**config.mk**
```make
export PLATFORM = sky130hd
export DESIGN_NAME = fifo_word_packer
export DESIGN_NICKNAME = d
export VERILOG_FILES = /design/src/rtl/fifo_word_packer.sv
export SDC_FILE = /design/constraint.sdc
export NUM_CORES = 1
export LEC_CHECK = 0
export CORE_AREA = 8 8 92 94
export DETAILED_ROUTE_END_ITERATION = 8
export DIE_AREA = 0 0 100 102
export RECOVER_POWER = 50
export SLEW_MARGIN = 20
export SYNTH_ARGS = -nofsm -noshare
export SYNTH_HDL_FRONTEND = slang
export SYNTH_SLANG_ARGS = --single-unit
export TNS_END_PERCENT = 30
```
**constraint.sdc**
```tcl
create_clock -name clock -period 3.24 [get_ports clock]
set_clock_uncertainty 0.15 [all_clocks]
set_input_delay 0.648 -clock clock [delete_from_list [all_inputs] [get_ports clock]]
set_output_delay 0.648 -clock clock [all_outputs]
set_load 0.01 [all_outputs]
```
**src/rtl/fifo_word_packer.sv**
```systemverilog
// fifo_word_packer: drains the byte-wide FIFO read port and packs NBYTES
// consecutive bytes, little-endian, into one word on a valid/ready interface.
// The first byte read lands in word_data[7:0].
// Optional feature: define FLUSH_TIMEOUT_EN to flush a partial word after
// TIMEOUT idle cycles. Flushed words have unfilled lanes at zero and
// word_be set only for the captured lanes.
module fifo_word_packer #(
  parameter int NBYTES  = 4,
  parameter int TIMEOUT = 16
) (
  input  logic                  clock,
  input  logic                  reset_n,
  input  logic                  fifo_empty,
  output logic                  fifo_read,
  input  logic [7:0]            fifo_data,
  output logic [8*NBYTES-1:0]   word_data,
  output logic [NBYTES-1:0]     word_be,
  output logic                  word_valid,
  input  logic                  word_ready,
  output logic                  busy
);

  localparam int CW = $clog2(NBYTES + 1);
  localparam logic [CW:0]   NB_EXT = (CW + 1)'(NBYTES);
  localparam logic [CW-1:0] NB_CNT = CW'(NBYTES);

  typedef enum logic [0:0] {
    S_FILL = 1'b0,
    S_HOLD = 1'b1
  } state_e;

  // Reject illegal parameter values at elaboration time.
  if (NBYTES < 2 || NBYTES > 8 || TIMEOUT < 1 || TIMEOUT > 255) begin : g_param_check
    $error("fifo_word_packer: NBYTES must be 2..8 and TIMEOUT 1..255");
  end

  state_e              state_q, state_d;
  logic [CW-1:0]       cnt_q, cnt_d;
  logic                rd_pend_q, rd_pend_d;
  logic [8*NBYTES-1:0] data_q, data_d;
  logic [NBYTES-1:0]   be_q, be_d;
  logic                valid_q, valid_d;
  logic                busy_q, busy_d;
  logic [CW:0]         inflight_s;

`ifdef FLUSH_TIMEOUT_EN
  localparam logic [7:0] TO_CNT = 8'(TIMEOUT);
  logic [7:0] idle_q, idle_d;
`endif

  // Read request: only while filling, FIFO non-empty, and a lane is free
  // once the in-flight byte is counted.
  always_comb begin
    inflight_s = {1'b0, cnt_q} + {{CW{1'b0}}, rd_pend_q};
    fifo_read  = (state_q == S_FILL) & ~fifo_empty & (inflight_s < NB_EXT);
  end

  // Next-state logic: byte capture, word completion, transfer and flush.
  always_comb begin
    state_d   = state_q;
    cnt_d     = cnt_q;
    data_d    = data_q;
    be_d      = be_q;
    valid_d   = valid_q;
    rd_pend_d = fifo_read;
`ifdef FLUSH_TIMEOUT_EN
    idle_d    = idle_q;
`endif
    case (state_q)
      S_FILL: begin
        if (rd_pend_q) begin
          for (int k = 0; k < NBYTES; k++) begin
            if (CW'(k) == cnt_q) begin
              data_d[8*k +: 8] = fifo_data;
            end else begin
              data_d[8*k +: 8] = data_q[8*k +: 8];
            end
          end
          cnt_d = cnt_q + CW'(1'b1);
`ifdef FLUSH_TIMEOUT_EN
          idle_d = 8'd0;
`endif
          if (cnt_d == NB_CNT) begin
            state_d = S_HOLD;
            valid_d = 1'b1;
            be_d    = {NBYTES{1'b1}};
          end else begin
            state_d = S_FILL;
          end
        end
`ifdef FLUSH_TIMEOUT_EN
        else if ((cnt_q != {CW{1'b0}}) && fifo_empty) begin
          idle_d = idle_q + 8'd1;
          if (idle_d == TO_CNT) begin
            state_d = S_HOLD;
            valid_d = 1'b1;
            for (int k = 0; k < NBYTES; k++) begin
              be_d[k] = (CW'(k) < cnt_q);
            end
          end else begin
            state_d = S_FILL;
          end
        end
`endif
        else begin
          state_d = S_FILL;
        end
      end
      S_HOLD: begin
        if (valid_q & word_ready) begin
          state_d = S_FILL;
          valid_d = 1'b0;
          cnt_d   = {CW{1'b0}};
          data_d  = {(8*NBYTES){1'b0}};
          be_d    = {NBYTES{1'b0}};
`ifdef FLUSH_TIMEOUT_EN
          idle_d  = 8'd0;
`endif
        end else begin
          state_d = S_HOLD;
        end
      end
      default: begin
        state_d = S_FILL;
      end
    endcase
    busy_d = (cnt_d != {CW{1'b0}}) | rd_pend_d | valid_d;
  end

  // State and output registers; reset abandons any partial or in-flight byte.
  always_ff @(posedge clock or negedge reset_n) begin
    if (!reset_n) begin
      state_q   <= S_FILL;
      cnt_q     <= {CW{1'b0}};
      rd_pend_q <= 1'b0;
      data_q    <= {(8*NBYTES){1'b0}};
      be_q      <= {NBYTES{1'b0}};
      valid_q   <= 1'b0;
      busy_q    <= 1'b0;
`ifdef FLUSH_TIMEOUT_EN
      idle_q    <= 8'd0;
`endif
    end else begin
      state_q   <= state_d;
      cnt_q     <= cnt_d;
      rd_pend_q <= rd_pend_d;
      data_q    <= data_d;
      be_q      <= be_d;
      valid_q   <= valid_d;
      busy_q    <= busy_d;
`ifdef FLUSH_TIMEOUT_EN
      idle_q    <= idle_d;
`endif
    end
  end

  assign word_data  = data_q;
  assign word_be    = be_q;
  assign word_valid = valid_q;
  assign busy       = busy_q;

endmodule

```
# Word level (Yosys, flattened, before mapping)
# Cells that the tools add are included.
# Widths: inputs -> output; s select.
# op_classes
add_sub_neg	2
order_cmp	1
eq_ne	11
mux	22
n_bitwise	7
reduce_logical	7
# op_table
cell	count
$mux 32	2
$pmux 32 s2	1
$mux 8	4
$reduce_and 3->1	5
$mux 4	3
$ne 2x1->1 const B	6
$pmux 4 s2	1
$eq 2x3->1 const A	2
$mux 1	6
$mux 3	2
$pmux 3 s2	1
$add 3x1->4	1
$lt 4x3->1 const B	1
$pmux 1 s2	2
$add 3x1->3 const B	1
$and 1x1->1	3
$eq 1x3->1 const A	1
$eq 3x3->1 const B	1
$logic_not 3->1	1
$reduce_bool 3->1	1
$ne 2x2->1 const B	1
$not 1->1	2
$or 1x1->1	2
# word_totals
reg_bits	43
out_inout_bits	39

# Logic depth before layout (Yosys ltp)
# Gate-level depths: netlist of run 1.
# logic_depth
depth_word	6
ltp_mapped	6

# Worst setup path before layout of run 1
# No wires, ideal clock.
# synth_timing
kind	input port to output port
from	in fifo_empty
to	out fifo_read
arrival_ns	1.477
t_required_ns	2.442
slack_ns	0.965
stages	1
path_buffers	0
cell_sequence	a2111oi_0
# synth_between
elab_chain_cells	3
# synth_lines
item	line_no	source
start, declared	13	input logic fifo_empty,
$not 1->1	55	fifo_read = (state_q == S_FILL) & ~fifo_empty & (inflight_s < NB_EXT);
$and 1x1->1 (2 in a row)	55	
end, declared	14	output logic fifo_read,
# Every way passes these cells.

# Worst setup path in the final report of run 1
# Same ends and word-level chain as after synthesis.

==> impl_metrics.yaml, run 1 <==
run_status:
  status: "finished, violations left"
  violations: "capacitance limit, slew limit"
power_and_ir_drop:
  powerDensity_nw_per_um2: 946
  ir_drop_uv: 292
  power_leakage_nw: 1.06
  p_total_mw: 2.20
place:
  place_area_um2: 2230
  io_buffers: 50
  routabilityCongestion: 0.782
  dp_hpwl_mm: 3.08
floorplan:
  design.die.area_um2: 10200
  top_level_ports: 51
  start_util_pct: 23.4
  fp.dieW_um: 100
  die_y_um: 102
  coreArea_um2: 7060
  num_rows: 31
routing:
  drt_wl_total_mm: 4.08
  wl_met1_mm: 1.82
  vias: 1189
  drc: 0
  vias_per_cell: 4.02
  highest_layer: "met4"
  drt_iter0_drc: 27
  met2_length_mm: 1.89
  dr.pass1.iters: 4
  wl_per_cell_um: 13.8
  ant_nets: 0
  wl_met3_um: 291
sta:
  rsz0062_at_grt: "false"
  hold_viol_final: 0
  finalMaxSlewViolations: 41
  setup_total_negative_slack_ns: 0
  min_period_ns: 3.03
  clock.fmax_mhz: 331
  setup_viol: 0
  slew_headroom_pct: -41.6
  period_share_pct: 93.4
  worstMarginPinSlew_ns: 2.12
grt:
  antenna_found_initial: 0
  grt_max_degree: 41
  grt_pass1_wl_mm: 6.69
  grt_overflow: 0
  grt_usage_pct: 8.44
  grt_pass1_vias: 1299
setup_path:
  worst-path-buf-inv: 2
  start_kind: "input pin"
  cp-end-kind: "output port"
  path_max_fanout: 3
  path_delay_family: "buffers and inverters"
  cp_cell_sequence: "clkdlybuf4s50_1, a2111oi_1, clkdlybuf4s50_1"
  arrival_ns: 2.23
  critPathKind: "input pin to output port"
  cp_common_cell: "clkdlybuf4s50_1"
  cp.required_ns: 2.44
  crit_slowest_cell: "clkdlybuf4s50_1"
  critPathMaxStageDelay_ns: 0.64
final_layout:
  area_delta_synth_final_pct: 41.1
  layout.nets: 214
  diodes: 0
  fillCellCount: 759
  seqCellArea_um2: 1000
  design_area_um2: 2330
  drive_gt1_share_pct: 7.11
  multi_input_area_um2: 577
synth:
  synth_fp_nets: 165
  synth-edff-count: 0
  syn_avg_cell_area_um2: 11.2
  netlist_top_cells_area: "dfrtp_1 61%, o21ai_0 7.3%, nand2_1 5.7%"
  synth_flop_cell: "dfrtp_1"
  yosysMostFrequentCell: "dfrtp_1"
  synth_seq_cells: 40
  synth_commonest_cells: "40 x dfrtp_1, 25 x nand2_1, 24 x o21ai_0, 8 x a22o_1, 8 x nand2b_1"
  postSynthCellCount: 147
  ys_warn_count: 0
  synth_seq_area_share_pct: 60.6
  synth_cell_type_count: 26
  synth_top_area_share_pct: 60.6
  post-synth-top-area-cell: "dfrtp_1"
  synth-async-reset-ratio_pct: 100
  syn-cell-area_um2: 1650
worst_hold_path:
  holdCritPathClass: "register to register"
clocking:
  clk_latency_ns: 0.28
  cts.path.max_buffers: 2
  cts_buffers: 5
  cts_hold_buf: 0
  path_clk_slew_ns: 0.07
  h-tree-depth: 2
  cts_tree: "done"
  root_buffer: "clkbuf_8"
  cts_resized: 0
  cts.sinks: 40
  post-cts-setup-buffers: 0
run:
  drv_cap: 1
-- cells in the final DEF (no fill, tap or decap) --
master	count
o21ai_0	25
nand2b_1	8
a22o_1	8
dlygate4sd3_1	13
mux2_2	1
inv_1	5
a2111oi_1	1
clkbuf_8	5
nand2_1	25
o21ai_1	2
nand3_1	3
buf_4	1
bufinv_16	1
and3b_1	1
or2_2	1
or3_1	1
mux2i_1	1
nor2_1	1
or4_1	1
a21oi_2	3
clkinv_2	1
o21bai_1	1
clkdlybuf4s50_1	36
a21o_1	1
and3_1	1
nor3b_4	1
a21boi_1	1
clkbuf_1	2
dfrtp_1	40
ha_1	6
-- sequential cells by signal, summed over array words and instances, names as in the netlist --
signal and flops:
state_q 1, cnt_q 3, word_be 1, rd_pend_q 1, word_data 32, busy 1
word_valid 1
-- report_power, final --
group / internal [mW] / leakage (nW) / total [mW] / switching, mW
clock: 0.229 / 0.0552 / 0.398 / 0.169
combinational: 0.507 / 0.493 / 0.962 / 0.455
sequential: 0.707 / 0.508 / 0.843 / 0.136
-- worst paths after layout --
check	start	end	slack [ns]	cells after the start
max	fifo_empty	fifo_read	0.21	3
min	word_data[21]	word_data[21]	0.33	2
max reg2reg	cnt_q[0]	busy	0.98	5
min reg2reg	word_data[21]	word_data[21]	0.33	2
max in group asynchronous	reset_n	word_data[18]	0.91	1
min in group asynchronous	reset_n	busy	0.82	1
-- layout make-up --
cell class,count,area share (%)
multi-input cells,93,24.8
flip-flops and latches,40,43.0
clock buffers,6,3.11
well taps,99,5.32
inverters,5,0.806
clock inverters,2,1.50
repair buffers,51,21.5
-- cells by family after synthesis --
family	synth area share [%]
AO/OA/AOI/OAI	15.9
adder cells (fa/ha/maj)	4.55
buffers and inverters	4.32
flip-flops	60.6
multiplexers	1.29
AND/OR/NAND/NOR	13.3
-- per-stage QoR --
step | instances | worst slack, ns | utilization, % | hold WS (ns)
6_report | 296 | 0.214 | 33.0 | 0.327
3_5_place_dp | 288 | 0.0460 | 31.5 | 0.319
5_1_grt | 296 | 0.123 | 33.0 | 0.350
3_3_place_gp | 288 | 0.121 | 31.5 | 0.313
4_1_cts | 296 | 0.0472 | 33.1 | 0.337
2_1_floorplan | 147 | 0.965 | - | 0.202
-- worst reg2reg max path, stage by stage, from the launching register on --
cell and delay, ns:
dfrtp_1 0.44, ha_1 0.22, ha_1 0.16, and3b_1 0.35, or3_1 0.42, or4_1 0.40
-- per-layer routing --
| layer | track usage (%) | vias to the layer above |
|---|---|---|
| met5 | 0 | - |
| met4 | 3.84 | 0 |
| li1 | - | 594 |
| met1 | 9.68 | 558 |
| met3 | 3.27 | 5 |
| met2 | 13.6 | 32 |
(Power assumes the default switching activity.)
==> run 2: changes to the inputs <==
--- a/config.mk
+++ b/config.mk
@@ -8,6 +8,7 @@
 export CORE_AREA = 8 8 92 94
 export DETAILED_ROUTE_END_ITERATION = 8
 export DIE_AREA = 0 0 100 102
+export MAX_ROUTING_LAYER = met4
 export RECOVER_POWER = 50
 export SLEW_MARGIN = 20
 export SYNTH_ARGS = -nofsm -noshare
==> constraint.sdc (replaced) <==
create_clock -name clock -period 2.8 [get_ports clock]
set_clock_uncertainty 0.15 [all_clocks]
set_input_delay 0.56 -clock clock [delete_from_list [all_inputs] [get_ports clock]]
set_output_delay 0.56 -clock clock [all_outputs]
set_load 0.01 [all_outputs]
==> run 2 against run 1 <==
Compared with the run above:
- the flow now finishes without violations
- sequential share of layout area shrank 0.84 points
- cell area grew 2.3%
- routed wire length is the same
- combinational power grew 21%
- via count grew 2.3%
- power grew 20%
- die area is the same
- largest power group unchanged
- first-iteration DRC count grew 93%
- core utilization grew 0.74 points
- critical endpoint unchanged
- sequential power grew 16%
==> impl_metrics.yaml, run 2 (same netlist as run 1, synthesis figures left out) <==
grt:
  grt_pass1_wl_mm: 6.99
  grt_pass1_vias: 1343
  antenna_found_initial: 0
  grt_overflow: 0
  grt_max_degree: 41
  grt_usage_pct: 9.06
power_and_ir_drop:
  power_leakage_nw: 1.06
  internal-power_mw: 1.75
  pwr-share-seq_pct: 37.2
  combPwrFrac_pct: 44.1
  switching_share_pct: 33.9
  power.net_switching_uw: 895
  ir_drop_uv: 256
  power_frac_clock_pct: 18.7
  powerDensity_nw_per_um2: 1110
final_layout:
  area_delta_synth_final_pct: 44.2
  fillCellCount: 764
  layout.nets: 220
  drive_gt1_share_pct: 10.3
  diodes: 0
  layout_common_cells: "48 x clkdlybuf4s50_1, 38 x dfrtp_1, 26 x o21ai_0, 25 x nand2_1"
  largest_reg_flops: 32
  layout_commonest_cell: "clkdlybuf4s50_1"
clocking:
  cts_buffers: 5
  h-tree-depth: 2
  clk_latency_ns: 0.28
  path_clk_slew_ns: 0.07
  cts_tree: "done"
  cts_hold_buf: 0
  cts.sinks: 40
  root_buffer: "clkbuf_8"
  cts.path.max_buffers: 2
routing:
  drt_wl_total_mm: 4.08
  wl_per_cell_um: 13.5
  vias_per_cell: 4.03
  vias: 1216
  highest_layer: "met4"
  wl_met3_um: 213
  met2_length_mm: 1.87
  ant_nets: 0
  drt_iter0_drc: 52
  drc: 0
  dr.pass1.iters: 4
  wl_met1_mm: 1.92
floorplan:
  design.die.area_um2: 10200
  start_util_pct: 23.4
  die_y_um: 102
  fp.dieW_um: 100
  top_level_ports: 51
  coreArea_um2: 7060
  num_rows: 31
setup_path:
  cp.required_ns: 2.09
  arrival_ns: 2.01
  cp_common_cell: "clkdlybuf4s50_1"
  r2r_slack_ns: 0.54
  cp-end-kind: "output port"
  r2r-end: "busy"
  crit_slowest_cell: "clkdlybuf4s50_1"
  critPathKind: "input pin to output port"
  r2r_cells: 5
  path_max_fanout: 2
  r2r_start: "cnt_q[1]"
  path_delay_family: "buffers and inverters"
  cp_cell_sequence: "clkdlybuf4s50_1, a2111oi_2, buf_4, clkdlybuf4s50_1"
  worst-path-buf-inv: 3
  start_kind: "input pin"
  critPathMaxStageDelay_ns: 0.52
sta:
  min_period_ns: 2.72
  period_share_pct: 97.0
  finalMaxSlewViolations: 0
  setup_total_negative_slack_ns: 0
  holdWs_ns: 0.232
  hold_viol_final: 0
  fin_ws_ns: 0.0849
  rsz0062_at_grt: "false"
  clock.fmax_mhz: 368
  slew_headroom_pct: 40.7
  worstMarginPinSlew_ns: 0.889
  setup_viol: 0
place:
  io_buffers: 50
  routabilityCongestion: 0.762
  dp_hpwl_mm: 3.08
  pre_cts_ws_ns: 0.000704
run:
  drv_cap: 0
worst_hold_path:
  holdCritPathClass: "input pin to asynchronous set/reset pin"
run_status:
  status: "complete, no violations"
run 2: cell types whose count changed in the layout (fill, tap and decap cells not counted), moves of 2 or more:
| cell | change |
|---|---|
| a21oi_1 | +2 |
| a21oi_2 | -2 |
| buf_4 | +4 |
| clkdlybuf4s50_1 | +12 |
| dfrtp_1 | -2 |
| dfrtp_2 | +2 |
| dlygate4sd3_1 | -12 |
run 2: worst max-delay path by stage:
stage	from	end	cells after the start
floorplan	cnt_q[0]	fifo_read	2
global placement	fifo_empty	fifo_read	4
detailed placement	fifo_empty	fifo_read	4
CTS	cnt_q[0]	fifo_read	4
global route	cnt_q[0]	fifo_read	4
finish	fifo_empty	fifo_read	4
run 2: area by class of cell:
class	instances	area (µm²)	share of cell area, %
Clock buffer	6	82.6	3.47
Clock inverter	2	38.8	1.63
Inverter	5	18.8	0.788
Multi-Input combinational cell	93	574	24.1
Sequential cell	40	1000	42.1
Tap cell	99	124	5.20
Timing Repair Buffer	57	541	22.7
run 2: power by group through the flow:
stage / logic, mW / registers [mW] / clock network (mW)
2_1_floorplan: 0.499 / 1.06 / 0
3_3_place_gp: 1.19 / 0.985 / 0
3_5_place_dp: 1.20 / 0.994 / 0
4_1_cts: 1.20 / 0.984 / 0.517
5_1_grt: 1.32 / 1.02 / 0.545
6_report: 1.16 / 0.982 / 0.495
run 2: per-layer routing:
layer	vias to the layer above	track usage, %
li1	606	-
met1	575	11.0
met4	0	4.19
met2	30	13.6
met3	5	2.66
met5	-	-
run 2: metrics by stage:
stage	power, mW	std cells	utilization, %	instance area, µm²
floorplan	1.56	147	-	1650
global placement	2.17	293	32.1	2260
detailed placement	2.20	293	32.1	2260
CTS	2.71	301	33.8	2390
global route	2.89	302	33.7	2380
finish	2.64	302	33.7	2380
run 2: what timing repair did:
action                     in CTS  in global routing
gates resized for setup         1                  3
buffers inserted                0                  1
setup endpoints to repair       1                  1
==> run 3: changes to the inputs <==
--- a/config.mk
+++ b/config.mk
@@ -5,10 +5,13 @@
 export SDC_FILE = /design/constraint.sdc
 export NUM_CORES = 1
 export LEC_CHECK = 0
+export CELL_PAD_IN_SITES_DETAIL_PLACEMENT = 1
+export CELL_PAD_IN_SITES_GLOBAL_PLACEMENT = 1
 export CORE_AREA = 8 8 92 94
 export DETAILED_ROUTE_END_ITERATION = 8
 export DIE_AREA = 0 0 100 102
 export MAX_ROUTING_LAYER = met4
+export PLACE_DENSITY_LB_ADDON = 0.1
 export RECOVER_POWER = 50
 export SLEW_MARGIN = 20
 export SYNTH_ARGS = -nofsm -noshare
==> constraint.sdc (replaced) <==
create_clock -name clock -period 2.91 [get_ports clock]
set_clock_uncertainty 0.15 [all_clocks]
set_input_delay 0.582 -clock clock [delete_from_list [all_inputs] [get_ports clock]]
set_output_delay 0.582 -clock clock [all_outputs]
set_load 0.01 [all_outputs]
==> run 3 against run 2 <==
Compared with the run above:
- final cell count fell by 0.66%
- first-iteration DRC count down 17%
- critical path depth unchanged
- sequential share of layout area fell by 0.13 points
- die area is the same
- largest power group unchanged
==> impl_metrics.yaml, run 3 (same netlist as run 1, synthesis figures left out) <==
floorplan:
  die_y_um: 102
  num_rows: 31
  design.die.area_um2: 10200
  coreArea_um2: 7060
  top_level_ports: 51
  start_util_pct: 23.4
  fp.dieW_um: 100
routing:
  wl_met1_mm: 2.20
  dr.pass1.iters: 4
  vias: 1271
  vias_per_cell: 4.24
  met2_length_mm: 2.32
  drt_iter0_drc: 43
  ant_nets: 0
  wl_per_cell_um: 16.0
  highest_layer: "met4"
  drc: 0
  drt_wl_total_mm: 4.81
  wl_met3_um: 253
setup_path:
  worst-path-buf-inv: 2
  start_kind: "register"
  path_delay_family: "buffers and inverters"
  arrival_ns: 2.08
  path_max_fanout: 5
  crit_slowest_cell: "clkdlybuf4s50_1"
  r2r_slack_ns: 0.73
  critPathKind: "register to output port"
  cp-end-kind: "output port"
  critPathMaxStageDelay_ns: 0.53
  cp.required_ns: 2.18
  cp_cell_sequence: "ha_1, a2111oi_2, buf_4, clkdlybuf4s50_1"
final_layout:
  design_area_um2: 2380
  area_delta_synth_final_pct: 44.3
  layout.nets: 218
  largest_reg_flops: 32
  fin_util_pct: 33.8
  drive_gt1_share_pct: 10.9
  diodes: 0
  layout_commonest_cell: "clkdlybuf4s50_1"
  layout_common_cells: "48 x clkdlybuf4s50_1, 40 x dfrtp_1, 25 x nand2_1, 24 x o21ai_0"
clocking:
  h-tree-depth: 2
  cts_tree: "done"
  root_buffer: "clkbuf_8"
  cts.sinks: 40
  post-cts-setup-buffers: 0
  path_clk_slew_ns: 0.09
  cts.path.max_buffers: 2
  cts_buffers: 5
  clk_latency_ns: 0.29
worst_hold_path:
  holdCritPathClass: "input pin to asynchronous set/reset pin"
grt:
  antenna_found_initial: 0
  grt_pass1_wl_mm: 7.91
  grt_usage_pct: 10.3
  grt_overflow: 0
  grt_pass1_vias: 1436
  grt_max_degree: 41
place:
  io_buffers: 50
  dp_hpwl_mm: 3.42
  place_area_um2: 2260
  routabilityCongestion: 0.755
sta:
  worstMarginPinSlew_ns: 1.05
  slew_headroom_pct: 30.3
  hold_viol_final: 0
  period_share_pct: 96.6
  setup_total_negative_slack_ns: 0
  setup_viol: 0
  finalMaxSlewViolations: 0
  clock.fmax_mhz: 356
  min_period_ns: 2.81
power_and_ir_drop:
  powerDensity_nw_per_um2: 1090
  power_leakage_nw: 1.06
  ir_drop_uv: 327
run:
  drv_cap: 0
run_status:
  status: "complete, no violations"
run 3: per-stage QoR:
step           worst slack [ns]  power [mW]  hold slack, ns  std cells
3_3_place_gp             0.0811        2.11           0.317        292
6_report                 0.0996        2.60           0.314        300
2_1_floorplan             0.729        1.50           0.136        147
4_1_cts                  0.0237        2.65           0.312        300
5_1_grt               -0.000451        2.82           0.366        300
3_5_place_dp             0.0517        2.15           0.322        292
run 3: cell type report:
| cell class | instances | area [µm²] |
|---|---|---|
| Timing Repair Buffer | 55 | 533 |
| Fill cell | 808 | 4680 |
| Clock inverter | 2 | 38.8 |
| Tap cell | 99 | 124 |
| Inverter | 5 | 18.8 |
| Multi-Input combinational cell | 93 | 586 |
| Sequential cell | 40 | 1000 |
| Clock buffer | 6 | 82.6 |
run 3: metal layers:
| layer | GRT usage, % | up-vias |
|---|---|---|
| met3 | 3.54 | 4 |
| met5 | - | - |
| met4 | 2.79 | 0 |
| li1 | - | 602 |
| met1 | 12.2 | 631 |
| met2 | 16.4 | 34 |
run 3: power by group:
part | internal, mW | total, mW | switching, mW | leakage [nW]
combinational | 0.618 | 1.16 | 0.543 | 0.493
sequential | 0.786 | 0.952 | 0.166 | 0.508
clock | 0.281 | 0.486 | 0.206 | 0.0614
total | 1.69 | 2.60 | 0.915 | 1.06
run 3: worst paths after layout:
check,startpoint,endpoint,cells after the start
max,cnt_q[0],fifo_read,4
min,reset_n,word_data[25],1
max reg2reg,cnt_q[1],busy,5
min reg2reg,word_data[15],word_data[15],2
max in group asynchronous,reset_n,word_data[31],1
min in group clock,word_data[15],word_data[15],2
run 3: what timing repair did:
action	4_1_cts	5_1_grt
hold buffers	0	0
endpoints found under the setup margin	0	1
resized for setup	0	2
hold endpoints to repair	0	0
